[src/rtl/uart_pkg.sv]
// uart_pkg: shared UART FSM encoding, frame index constants and even-parity helper
package uart_pkg;
  typedef enum logic [2:0] {IDLE, START, DATA, PARITY, STOP} uart_state_t;
  localparam int DEFAULT_DATA_WIDTH = 8;
  localparam int START_IDX = 0;
  localparam int FIRST_DATA_IDX = 1;
  function automatic int last_data_idx(input int dw);
    return dw;
  endfunction
  function automatic int parity_idx(input int dw);
    return dw + 1;
  endfunction
  function automatic int stop_idx(input int dw);
    return dw + 2;
  endfunction
  function automatic int frame_bits(input int dw);
    return dw + 3;
  endfunction
  function automatic logic even_parity(input logic [63:0] d);
    return ^d;
  endfunction
endpackage

[src/rtl/uart_rx_sync.sv]
// uart_rx_sync: 2-flop synchroniser for the asynchronous serial line, resets to idle-high
// Ports: clk, rst_n (async active-low), i_d (async line in), o_q (synchronised line)
module uart_rx_sync (
  input  logic clk,
  input  logic rst_n,
  input  logic i_d,
  output logic o_q
);
  logic [1:0] r_sync;
  always_ff @(posedge clk or negedge rst_n)
    if (!rst_n) r_sync <= 2'b11;
    else r_sync <= {r_sync[0], i_d};
  assign o_q = r_sync[1];
endmodule

[src/rtl/uart_receiver.sv]
// uart_receiver: UART receive stage (start, MSB-first data, even parity, stop) into a valid/ready holding register
// Ports: clk, rst_n (async active-low), rx_enable, rx_in (async serial line),
//   rx_data_out/rx_valid/rx_ready (holding-register handshake), parity_err/frame_err (qualified by rx_valid),
//   overrun (sticky until a handshake), busy (FSM outside IDLE)
module uart_receiver
  import uart_pkg::*;
#(
  parameter int DATA_WIDTH   = DEFAULT_DATA_WIDTH,
  parameter int CLKS_PER_BIT = 1
) (
  input  logic                  clk,
  input  logic                  rst_n,
  input  logic                  rx_enable,
  input  logic                  rx_in,
  output logic [DATA_WIDTH-1:0] rx_data_out,
  output logic                  rx_valid,
  input  logic                  rx_ready,
  output logic                  parity_err,
  output logic                  frame_err,
  output logic                  overrun,
  output logic                  busy
);
  localparam int HALF = (CLKS_PER_BIT - 1) / 2;
  localparam int CW = $clog2(CLKS_PER_BIT + 1);
  localparam int BW = $clog2(DATA_WIDTH + 1);
  localparam logic [CW-1:0] BIT_LAST = CW'(CLKS_PER_BIT - 1);
  localparam logic [CW-1:0] HALF_LAST = CW'(HALF > 0 ? HALF - 1 : 0);
  localparam logic [BW-1:0] FIRST_DATA = BW'(FIRST_DATA_IDX);
  localparam logic [BW-1:0] LAST_DATA = BW'(last_data_idx(DATA_WIDTH));
  uart_state_t r_state, w_state_nxt;
  logic [CW-1:0] r_cnt, w_cnt_nxt;
  logic [BW-1:0] r_bit, w_bit_nxt;
  logic [DATA_WIDTH-1:0] r_shift, w_shift_nxt;
  logic r_perr, w_perr_nxt, r_armed, w_armed_nxt;
  logic w_rx_s, w_tick, w_done, w_hs, w_load;
  uart_rx_sync u_sync (.clk(clk), .rst_n(rst_n), .i_d(rx_in), .o_q(w_rx_s));
  assign w_tick = r_cnt == '0;
  always_comb begin
    w_state_nxt = r_state;
    w_cnt_nxt = w_tick ? BIT_LAST : r_cnt - CW'(1);
    w_bit_nxt = r_bit;
    w_shift_nxt = r_shift;
    w_perr_nxt = r_perr;
    w_armed_nxt = 1'b0;
    w_done = 1'b0;
    unique case (r_state)
      IDLE: begin
        w_armed_nxt = r_armed | w_rx_s;
        w_bit_nxt = FIRST_DATA;
        // with one clock per bit the detection sample is already the start sample
        w_cnt_nxt = HALF == 0 ? BIT_LAST : HALF_LAST;
        if (r_armed && !w_rx_s) begin
          w_state_nxt = HALF == 0 ? DATA : START;
          w_armed_nxt = 1'b0;
        end
      end
      START: if (w_tick) w_state_nxt = w_rx_s ? IDLE : DATA;
      DATA: if (w_tick) begin
        w_shift_nxt = DATA_WIDTH'({r_shift, w_rx_s});
        w_bit_nxt = r_bit + BW'(1);
        w_state_nxt = r_bit == LAST_DATA ? PARITY : DATA;
      end
      PARITY: if (w_tick) begin
        w_perr_nxt = w_rx_s ^ even_parity(64'(r_shift));
        w_state_nxt = STOP;
      end
      STOP: if (w_tick) begin
        w_done = 1'b1;
        w_state_nxt = IDLE;
      end
      default: w_state_nxt = IDLE;
    endcase
    if (!rx_enable) begin
      w_state_nxt = IDLE;
      w_armed_nxt = 1'b0;
      w_done = 1'b0;
    end
  end
  always_ff @(posedge clk or negedge rst_n)
    if (!rst_n) begin
      r_state <= IDLE;
      r_cnt <= '0;
      r_bit <= '0;
      r_shift <= '0;
      r_perr <= 1'b0;
      r_armed <= 1'b0;
    end else begin
      r_state <= w_state_nxt;
      r_cnt <= w_cnt_nxt;
      r_bit <= w_bit_nxt;
      r_shift <= w_shift_nxt;
      r_perr <= w_perr_nxt;
      r_armed <= w_armed_nxt;
    end
  assign w_hs = rx_valid & rx_ready;
  // a finished frame may refill the register on the same edge it is being drained
  assign w_load = w_done & (!rx_valid | w_hs);
  always_ff @(posedge clk or negedge rst_n)
    if (!rst_n) begin
      rx_data_out <= '0;
      rx_valid <= 1'b0;
      parity_err <= 1'b0;
      frame_err <= 1'b0;
      overrun <= 1'b0;
    end else begin
      if (w_load) begin
        rx_data_out <= r_shift;
        parity_err <= r_perr;
        frame_err <= !w_rx_s;
      end
      rx_valid <= w_load | (rx_valid & !rx_ready);
      overrun <= (w_done & !w_load) | (overrun & !w_hs);
    end
  assign busy = r_state != IDLE;
endmodule

[config.mk]
export PLATFORM = sky130hd
export DESIGN_NAME = uart_receiver
export DESIGN_NICKNAME = d
export VERILOG_FILES = /design/src/rtl/uart_pkg.sv /design/src/rtl/uart_rx_sync.sv /design/src/rtl/uart_receiver.sv
export SDC_FILE = /design/constraint.sdc
export NUM_CORES = 1
export LEC_CHECK = 0
export CAP_MARGIN = 15
export CORE_AREA = 3 3 52 54
export CTS_CLUSTER_DIAMETER = 40
export CTS_CLUSTER_SIZE = 24
export DETAILED_ROUTE_END_ITERATION = 16
export DIE_AREA = 0 0 55 57
export PLACE_DENSITY = 0.88
export SLEW_MARGIN = 5
export SYNTH_ARGS = -nofsm -noshare
export SYNTH_HDL_FRONTEND = slang
export SYNTH_SLANG_ARGS = --single-unit
[constraint.sdc]
create_clock -name clk -period 4.25 [get_ports clk]
set_clock_uncertainty 0.05 [all_clocks]
set_input_delay 0.6375 -clock clk [delete_from_list [all_inputs] [get_ports clk]]
set_output_delay 0.6375 -clock clk [all_outputs]
set_load 0.02 [all_outputs]
* Yosys cells after proc, flatten, opt, wreduce, memory -nomap -nowiden
Index checks and enable logic that the tools add are counted.
** Operators by class
- $add $sub $neg :: 2
- $mul :: 0
- Div/mod/pow operators :: 0
- $lt $le $gt $ge :: 0
- Eq/ne operators :: 11
- Shift-type cells :: 0
- Multiplexer cells :: 19
- Bitwise operators :: 11
- Reductions and logical operators :: 14
** Operators by type and width (count)
- 64-bit parity :: 1
- 3-bit 2-to-1 mux :: 6
- 3-bit != test, second input constant :: 5
- 3-bit case mux with 5 select lines :: 1
- 1-bit 2-to-1 mux :: 9
- 4-bit case mux with 2 select lines :: 1
- 3-bit by 2-bit == test with 1-bit output, second input constant :: 2
- 2-bit AND reduction :: 3
- 1-bit AND :: 5
- 1-bit logical NOT :: 5
- 5-bit AND reduction :: 1
- 4-bit by 1-bit adder with 4-bit output, second input constant :: 1
- 4-bit == test, second input constant :: 1
- 4-bit 2-to-1 mux :: 1
- 1-bit OR :: 4
- 3-bit by 1-bit == test with 1-bit output, second input constant :: 1
- 3-bit == test, second input constant :: 1
- 3-bit logical NOT :: 1
- 3-bit nonzero test :: 1
- 2-bit 2-to-1 mux :: 1
- 2-bit != test, second input constant :: 1
- 2-bit nonzero test :: 1
- 1-bit logical AND :: 1
- 1-bit NOT :: 1
- other kinds (2) :: 2
** Storage, ports and cells
- Register bits :: 32
- Bits in latches :: 0
- Bits in writable memories :: 0
- Memory bits (read-only) :: 0
- Output and inout port bits :: 13
- Logic and storage cells :: 69
- Memories :: 0

* Longest topological paths before layout
- Word-level depth :: 7
- Mapped depth :: 5
- Depth with buffers taken out :: 4

* Modules after synthesis
Synthesis repeated with hierarchy kept, for this count alone.
** Second synthesis, totals
- Cell total of the unflattened synthesis :: 99
- Area total of the unflattened synthesis :: 1342.5 um^2
** Modules (own cells, without submodules)
- uart_receiver :: instances 1, cells each 97, area an instance 1290.0 um^2
- uart_rx_sync :: instances 1, cells each 2, area an instance 52.6 um^2

* Worst setup path before layout
No wires, ideal clock.
- Path type :: flip-flop to output port
- From :: reg r_state[2]
- To :: out busy
- Arrival time :: 0.913 ns
- Required time :: 3.562 ns
- Path slack :: 2.650 ns
- Cell stages (with the launch flop) :: 2
- Buffers on the path :: 0
- Path through :: dfrtp_1 or3_1
** Between the ends
- Longest elaborated chain between the ends :: 1
** Ends and longest elaborated chain
- start: declaration :: line uart_receiver.sv:30 : uart_state_t r_state, w_state_nxt;
- start signal: assignment :: line uart_receiver.sv:88 : r_state <= w_state_nxt;
- 3-bit nonzero test :: line uart_receiver.sv:114 : assign busy = r_state != IDLE;
- end: declaration :: line uart_receiver.sv:21 : output logic busy
No other way between the ends.

* Worst setup path after layout
Ends and elaborated chain as after synthesis.

==> reports/results.ini <==
[run_status]
outcome = complete, no violations

[final_layout]
fin_nets = 127
antennaDiodeCount = 0
nFillCells = 189
area_growth_pct = 19.5
final_cell_mix = dfrtp_1, mux2_2, clkdlybuf4s50_1
mostFrequentLayoutCell = dfrtp_1
drive_above_1_share_pct = 21.5

[global_route]
antenna_found_initial = 0
track_usage_pct = 16.9
grt_overflow_total = 0
grt_pass1_wl_um = 3620
grt_max_degree = 32
first_global_vias = 853

[flow_run]
drv_cap = 0

[drt]
routed_wl_um = 2040
vias_per_cell = 5.21
drt.antenna.violating_nets = 0
wl_per_cell_um = 13.7
drcViolationCount = 0
drtPass1Iterations = 2
num_vias = 777
drt_iter0_drc = 8

[clocking]
cts_root_buffer = clkbuf_4
clk_latency_ns = 0.32
h-tree-depth = 2
cts_tree = yes
clock-sinks = 31
post_cts.repair.setup_buffers = 0
cts_resized = 0
cts_buffers = 5
clkTransAtPathRegs_ns = 0.09
postCtsHoldBufs = 0
clock_path_buffers = 2

[placement]
hpwlAfterDp_um = 1460
place_congestion = 0.812
port_buffers = 17
pre_cts_ws_ns = 1.90

[sta]
hold_viol_final = 0
fin_setup_tns_ns = 0
fmax_mhz = 401
slew_headroom_pct = 63.2
post-route-period-util_pct = 58.7
setup_viol = 0
tightestPinTransition_ns = 0.551
whs_ns = 0.310
maxSlewViolCount = 0
rsz0062_at_grt = false
fin_ws_ns = 1.76
period_needed_ns = 2.49

[worst_setup_path]
cp_slowest_cell = clkdlybuf4s50_1
crit_chain = or3_1 -> clkdlybuf4s50_1
crit_type = flop to primary output
cp_num_buf_inv = 1
critPathLaunchType = flop
cp.arrival_ns = 1.81
required_ns = 3.56
end_kind = primary output
path_max_fanout = 7
max_stage_delay_ns = 0.56
critPathTopFamily = buffers and inverters

[floorplanning]
die_w_um = 55
row_count = 17
core_um2 = 2250
die_h_um = 57
pin_count = 18
fp.dieArea_um2 = 3140
start_util_pct = 56.8

[logic_synthesis]
synth.cell_area_um2 = 1280
synth.distinct_cells = 25
ys_seq_area_share_pct = 60.8
syn_nets = 104
ys.flop_type = dfrtp_1
ys_seq_elements = 31
synth_edf_count = 0
async_reset_ff_share_pct = 100
syn_inst = 97
avgSynthCellArea_um2 = 13.2
yosysWarnings = 0

[worst_hold_path]
hold_class = flop to flop

[power]
peakVddDrop_uv = 399
leakagePower_nw = 0.721
powerDensity_nw_per_um2 = 453
p_total_uw = 692

[flip-flops by register name, indices dropped and copies added, names as in the netlist]
signal,cells
frame_err,1
overrun,1
parity_err,1
r_armed,1
r_bit,4
r_perr,1
r_shift,8
r_state,3
rx_data_out,8
rx_valid,1
u_sync.r_sync,2
[worst reg2reg max path, delay by kind of cell (launching register included)]
family,cells,cell delay [ns]
AND/OR/NAND/NOR,2,0.70
flip-flops,1,0.47
multiplexers,1,0.40
[per-layer routing]
layer	vias up	wire length, µm	share of wire (%)	GRT usage [%]
met5	-	0	0	0
met4	0	12	0.59	8.68
met3	2	81	4.0	8.09
met2	14	1060	52	26.5
met1	379	876	43	18.6
li1	382	-	-	-
[report_power, final]
part / switching (mW) / internal [mW]
Clock: 0.0893 / 0.0658
Sequential: 0.0385 / 0.331
Combinational: 0.0561 / 0.112
[cells by family (layout without fill, tap and decap cells)]
logic type | count (synthesis) | count (layout) | synth area share (%)
multiplexers | 20 | 20 | 17.4
buffers and inverters | 5 | 29 | 1.86
AND/OR/NAND/NOR | 26 | 26 | 9.48
flip-flops | 31 | 31 | 60.8
XOR/XNOR | 7 | 7 | 5.86
AO/OA/AOI/OAI | 6 | 6 | 2.64
adder cells (fa/ha/maj) | 2 | 2 | 1.95
[layout make-up]
class / instances / area (µm²) / area share [%]
clock buffer: 8 / 48.8 / 3.19
inverter: 3 / 11.3 / 0.736
multi-input combinational: 61 / 478 / 31.3
sequential: 31 / 778 / 50.9
tap: 28 / 35.0 / 2.29
timing repair buffer: 18 / 178 / 11.6
[synth_stat cells, types with 2 or more instances]
| master | count | share of area, % |
|---|---|---|
| mux2i_1 | 2 | 1.6 |
| mux2_2 | 18 | 16 |
| nor2_1 | 6 | 1.8 |
| inv_1 | 3 | 0.88 |
| o21ai_0 | 2 | 0.78 |
| nand4_1 | 2 | 0.98 |
| nand2_1 | 10 | 2.9 |
| a21oi_1 | 3 | 1.2 |
| ha_1 | 2 | 2.0 |
| dfrtp_1 | 29 | 57 |
| xnor2_1 | 5 | 3.4 |
| dfstp_2 | 2 | 4.1 |
[through the flow]
stage,utilization [%],cell area [µm²],cells
final,67.8,1530,149
after global routing,67.8,1530,149
after CTS,67.8,1530,149
after detailed placement,65.6,1480,141
after global placement,65.6,1480,141
after floorplan,-,1280,97
[path summary, 6_finish.rpt]
check / depth (start not counted) / slack [ns] / endpoint / start
hold / removal: 0 / 0.31 / u_sync.r_sync[1] / u_sync.r_sync[0]
min in group asynchronous: 2 / 0.64 / r_armed / rst_n
hold reg to reg: 0 / 0.31 / u_sync.r_sync[1] / u_sync.r_sync[0]
setup / recovery: 2 / 1.76 / busy / r_state[2]
setup reg to reg: 3 / 2.52 / r_shift[5] / r_state[2]
max in group asynchronous: 2 / 3.20 / u_sync.r_sync[0] / rst_n
(Power assumes the default switching activity.)
==> RTL change 1, RTL diff (same settings) <==
The package constant `FIRST_DATA_IDX` goes from 1 to 0.
--- a/src/rtl/uart_pkg.sv
+++ b/src/rtl/uart_pkg.sv
@@ -4,5 +4,5 @@
   localparam int DEFAULT_DATA_WIDTH = 8;
   localparam int START_IDX = 0;
-  localparam int FIRST_DATA_IDX = 1;
+  localparam int FIRST_DATA_IDX = 0;
   function automatic int last_data_idx(input int dw);
     return dw;
Function: no difference found for any inputs over 10 cycles, from zero or initial values and one cycle with rst_n low; that may be too few to reach the edited logic, so the function may still have changed.
==> RTL change 1 against the original RTL <==
Power about the same. Non-clock buffer count unchanged. Area after synthesis up 1.4%. Wire length up 3.2%. Sequential cell count unchanged. Worst setup slack better by 62 ps. Critical path depth unchanged. Hold slack worse by 1.0 ps. Final area up 1.4%. Largest power group unchanged. Highest routed layer unchanged.
==> RTL change 1: results (changes against the original RTL) <==
Placed design
  • Worst slack, placed: 1900 ps (-1.69 ps)
  • Post-DP HPWL: 1.49 mm (+1.9%)
  • Routability cong.: 0.807 (-0.59%)
  • Placed inst area: 1500 sq um (+1.2%)

Final layout
  • Nets: 128 (+0.79%)
  • Cell area after layout: 1550 sq um (+1.4%)
  • Layout cell share with drive strength beyond 1: 25.4% (+3.9 points)
  • Fillers: 174 (-7.9%)

Pwr
  • Peak VDD IR: 0.000325 V (-19%)
  • Leakage: 0.731 nW (+1.4%)
  • Switching pwr: 0.190 mW (+3.1%)

Logic synthesis
  • Synth area leaders: dfrtp_1, mux2_2, dfstp_2
  • Sequential share of the synthesized area: 60.0% (-0.82 points)
  • Post-synth top cells: dfrtp_1, mux2_2, nand2_1
  • Distinct cells, synth: 27 (+8.0%)
  • Syn Area/Cell: 13.2 sq um (+0.33%)

Route
  • M1 wire length: 990 um (+13%)
  • Wire length on met2: 956 um (-10%)
  • Routed wl met3: 109 um (+35%)
  • Initial DRC count: 20 (+12)
  • Drt first pass iters: 3 (+1)
  • Wire per inst: 14.0 um (+2.5%)
  • Vias after detailed routing: 794 (+2.2%)

Global route
  • Vias in the first global route: 814 (-4.6%)
  • Met1 GRT Util: 23.8% (+5.2 points)
  • First-pass GRT wire length: 3.75 mm (+3.6%)
  • Met3 Usage GRT: 6.27% (-1.8 points)

Status
  • Outcome: finished clean
[RTL change 1: cell types whose count changed after synthesis, sizes merged]
| cell | before | now |
|---|---|---|
| a22o | 0 | 2 |
| mux2 | 18 | 19 |
| mux2i | 2 | 1 |
| nand2 | 10 | 9 |
| nand3 | 1 | 2 |
| nor2 | 6 | 5 |
| o21ai | 2 | 1 |
| or2 | 0 | 1 |
[RTL change 1: worst paths after layout]
path	end	slack, ps	cells past startpoint
worst max-delay path	busy	1820	2
worst min-delay path	u_sync.r_sync[1]$_DFF_PN1_	310	0
worst max register to register	rx_data_out[1]$_DFFE_PN0P_	2480	3
worst min register to register	u_sync.r_sync[1]$_DFF_PN1_	310	0
max in group asynchronous	u_sync.r_sync[0]$_DFF_PN1_	3200	2
min in group asynchronous	r_state[1]$_DFFE_PN0P_	640	2
[RTL change 1: cell families (layout without fill, tap and decap cells)]
group	after synthesis	in the layout	share of synthesized area (%)
compound gates	7	7	3.57
simple gates	26	26	9.64
flops	31	31	60.0
buf+inv	5	29	1.83
xor+xnor	7	7	5.79
fa+ha+maj	2	2	1.93
mux	20	20	17.3
[RTL change 1: cell type report]
cell class,instances,share of cell area (%)
inverter,3,0.726
clock buffer,5,2.42
multi-input combinational,62,32.0
sequential,31,50.2
clock inverter,3,0.969
timing repair buffer,18,11.5
tap,28,2.26
[RTL change 1: power groups by stage]
stage | clock network, mW | registers (mW) | logic, mW
final | 0.157 | 0.369 | 0.166
after global routing | 0.181 | 0.375 | 0.183
after CTS | 0.164 | 0.369 | 0.172
after detailed placement | 0 | 0.375 | 0.171
after global placement | 0 | 0.371 | 0.164
after floorplan | 0 | 0.364 | 0.143
[RTL change 1: worst max-delay path: cells and delay by family (launching register included)]
kind                   cells  cell delay [ps]
and+or+nand+nor            1              410
buffers and inverters      1              550
DFF                        1              460
==> RTL change 2, RTL diff (config.mk and constraints unchanged) <==
Made on the original files. Re-encode `uart_state_t` (5 states) as one-hot, 5 bits wide.
--- a/src/rtl/uart_pkg.sv
+++ b/src/rtl/uart_pkg.sv
@@ -1,5 +1,5 @@
 // uart_pkg: shared UART FSM encoding, frame index constants and even-parity helper
 package uart_pkg;
-  typedef enum logic [2:0] {IDLE, START, DATA, PARITY, STOP} uart_state_t;
+  typedef enum logic [4:0] {IDLE = 5'b00001, START = 5'b00010, DATA = 5'b00100, PARITY = 5'b01000, STOP = 5'b10000} uart_state_t;
   localparam int DEFAULT_DATA_WIDTH = 8;
   localparam int START_IDX = 0;
Function: no difference found for any inputs over 10 cycles, from zero or initial values and one cycle with rst_n low; not proved beyond that.
==> RTL change 2 against the original RTL <==
Worst setup slack lost 7.5 ps. Cell count grew 13%. Area after synthesis grew 10%. Sequential cell count grew 1. Non-clock buffer count is the same. Final area grew 11%. Wire length grew 30%. Sequential share of layout area shrank 3.4 points. Critical path type unchanged. Hold slack gained 4.4 ps.
Power is not compared: it rests on default switching activity, and its combinational part moved more than twofold at a synthesized area within 25%.
==> RTL change 2: results (changes against the original RTL) <==
Global route
  • First-pass GRT wire length: 4.64 mm (+28%)
  • Vias in the first global route: 961 (+13%)
  • Pin count of the biggest net entering global routing: 33 (+3.1%)
  • GRT Util Overall: 20.6% (+3.7 points)

Setup path
  • CP startpoint: r_state[0]$_DFFE_PN1P_
  • Reg-to-reg endpoint: r_bit[2]$_DFFE_PN0P_
  • Max FO, Critical Path: 4 (-3)
  • Max stage delay cell, worst path: dfstp_2
  • Reg2reg setup slack: 2070 ps (-450 ps)
  • Worst flop-to-flop path startpoint: r_state[4]$_DFFE_PN0P_
  • R2R depth: 4 (+1)
  • Largest stage delay, worst path: 580 ps (+20 ps)

Final layout
  • Non-clock inverters: 6 (+3)
  • Clk tree area frac: 5.61% (+2.4 points)
  • Non-clock buffer share: 10.5% (-1.1 points)
  • Nets: 147 (+16%)
  • Layout cell share with drive strength beyond 1: 17.0% (-4.5 points)
  • Storage cell area: 805 sq um (+3.4%)
  • Largest regs: r_shift: 8 flops, rx_data_out: 8 flops
  • CLK BUF: 7 (-1)
  • #MultiIn Comb: 77 (+26%)
  • Multi-input gate area: 559 sq um (+17%)

Pwr
  • Pwr dens: 358 nW/um^2

Logic synthesis
  • Syn_nets: 125 (+20%)
  • Post-synth top cells: dfrtp_1, nand2_1, mux2_4
  • Synth area leaders: dfrtp_1, mux2_4, nand2_1
  • Syn Area/Cell: 11.9 sq um (-9.6%)

Placed design
  • Post-DP HPWL: 1.83 mm (+25%)
  • Worst slack, placed: 1750 ps (-147 ps)
  • Routability cong.: 0.770 (-5.2%)
  • Dpl cells: 161 (+14%)

Route
  • Wire per inst: 15.7 um (+15%)
  • Initial DRC count: 15 (+7)
  • Drt first pass iters: 4 (+2)
  • Vias after detailed routing: 904 (+16%)

Status
  • Outcome: finished clean

Worst hold path
  • Hold Path Origin: u_sync.r_sync[0]$_DFF_PN1_

STA
  • Hold WS: 314 ps (+4.39 ps)
  • Setup ws final: 1750 ps (-7.51 ps)

Clock tree
  • Clock slew at reported path FFs: 110 ps (+20 ps)
[RTL change 2: per-layer routing]
| metal | global-route usage, % | vias up | share of wire, % |
|---|---|---|---|
| met5 | 0 | - | 0 |
| met4 | 9.72 | 0 | 2.2 |
| met3 | 5.74 | 6 | 4.4 |
| met2 | 31.1 | 28 | 49 |
| met1 | 27.2 | 432 | 44 |
| li1 | - | 438 | - |
[RTL change 2: critical path: cells and delay by family, from the launching register on]
kind,cells,cell delay [ps]
buf+inv,2,640
simple gates,1,260
flops,1,580
[RTL change 2: logic make-up (layout without fill, tap and decap cells)]
family,count (synthesis),count (layout),share of synthesized area [%]
AND/OR/NAND/NOR,43,43,15.7
flip-flops,32,32,57.2
AO/OA/AOI/OAI,14,14,5.96
multiplexers,10,10,10.3
buffers and inverters,9,32,3.11
XOR/XNOR,8,8,5.96
adder cells (fa/ha/maj),2,2,1.78
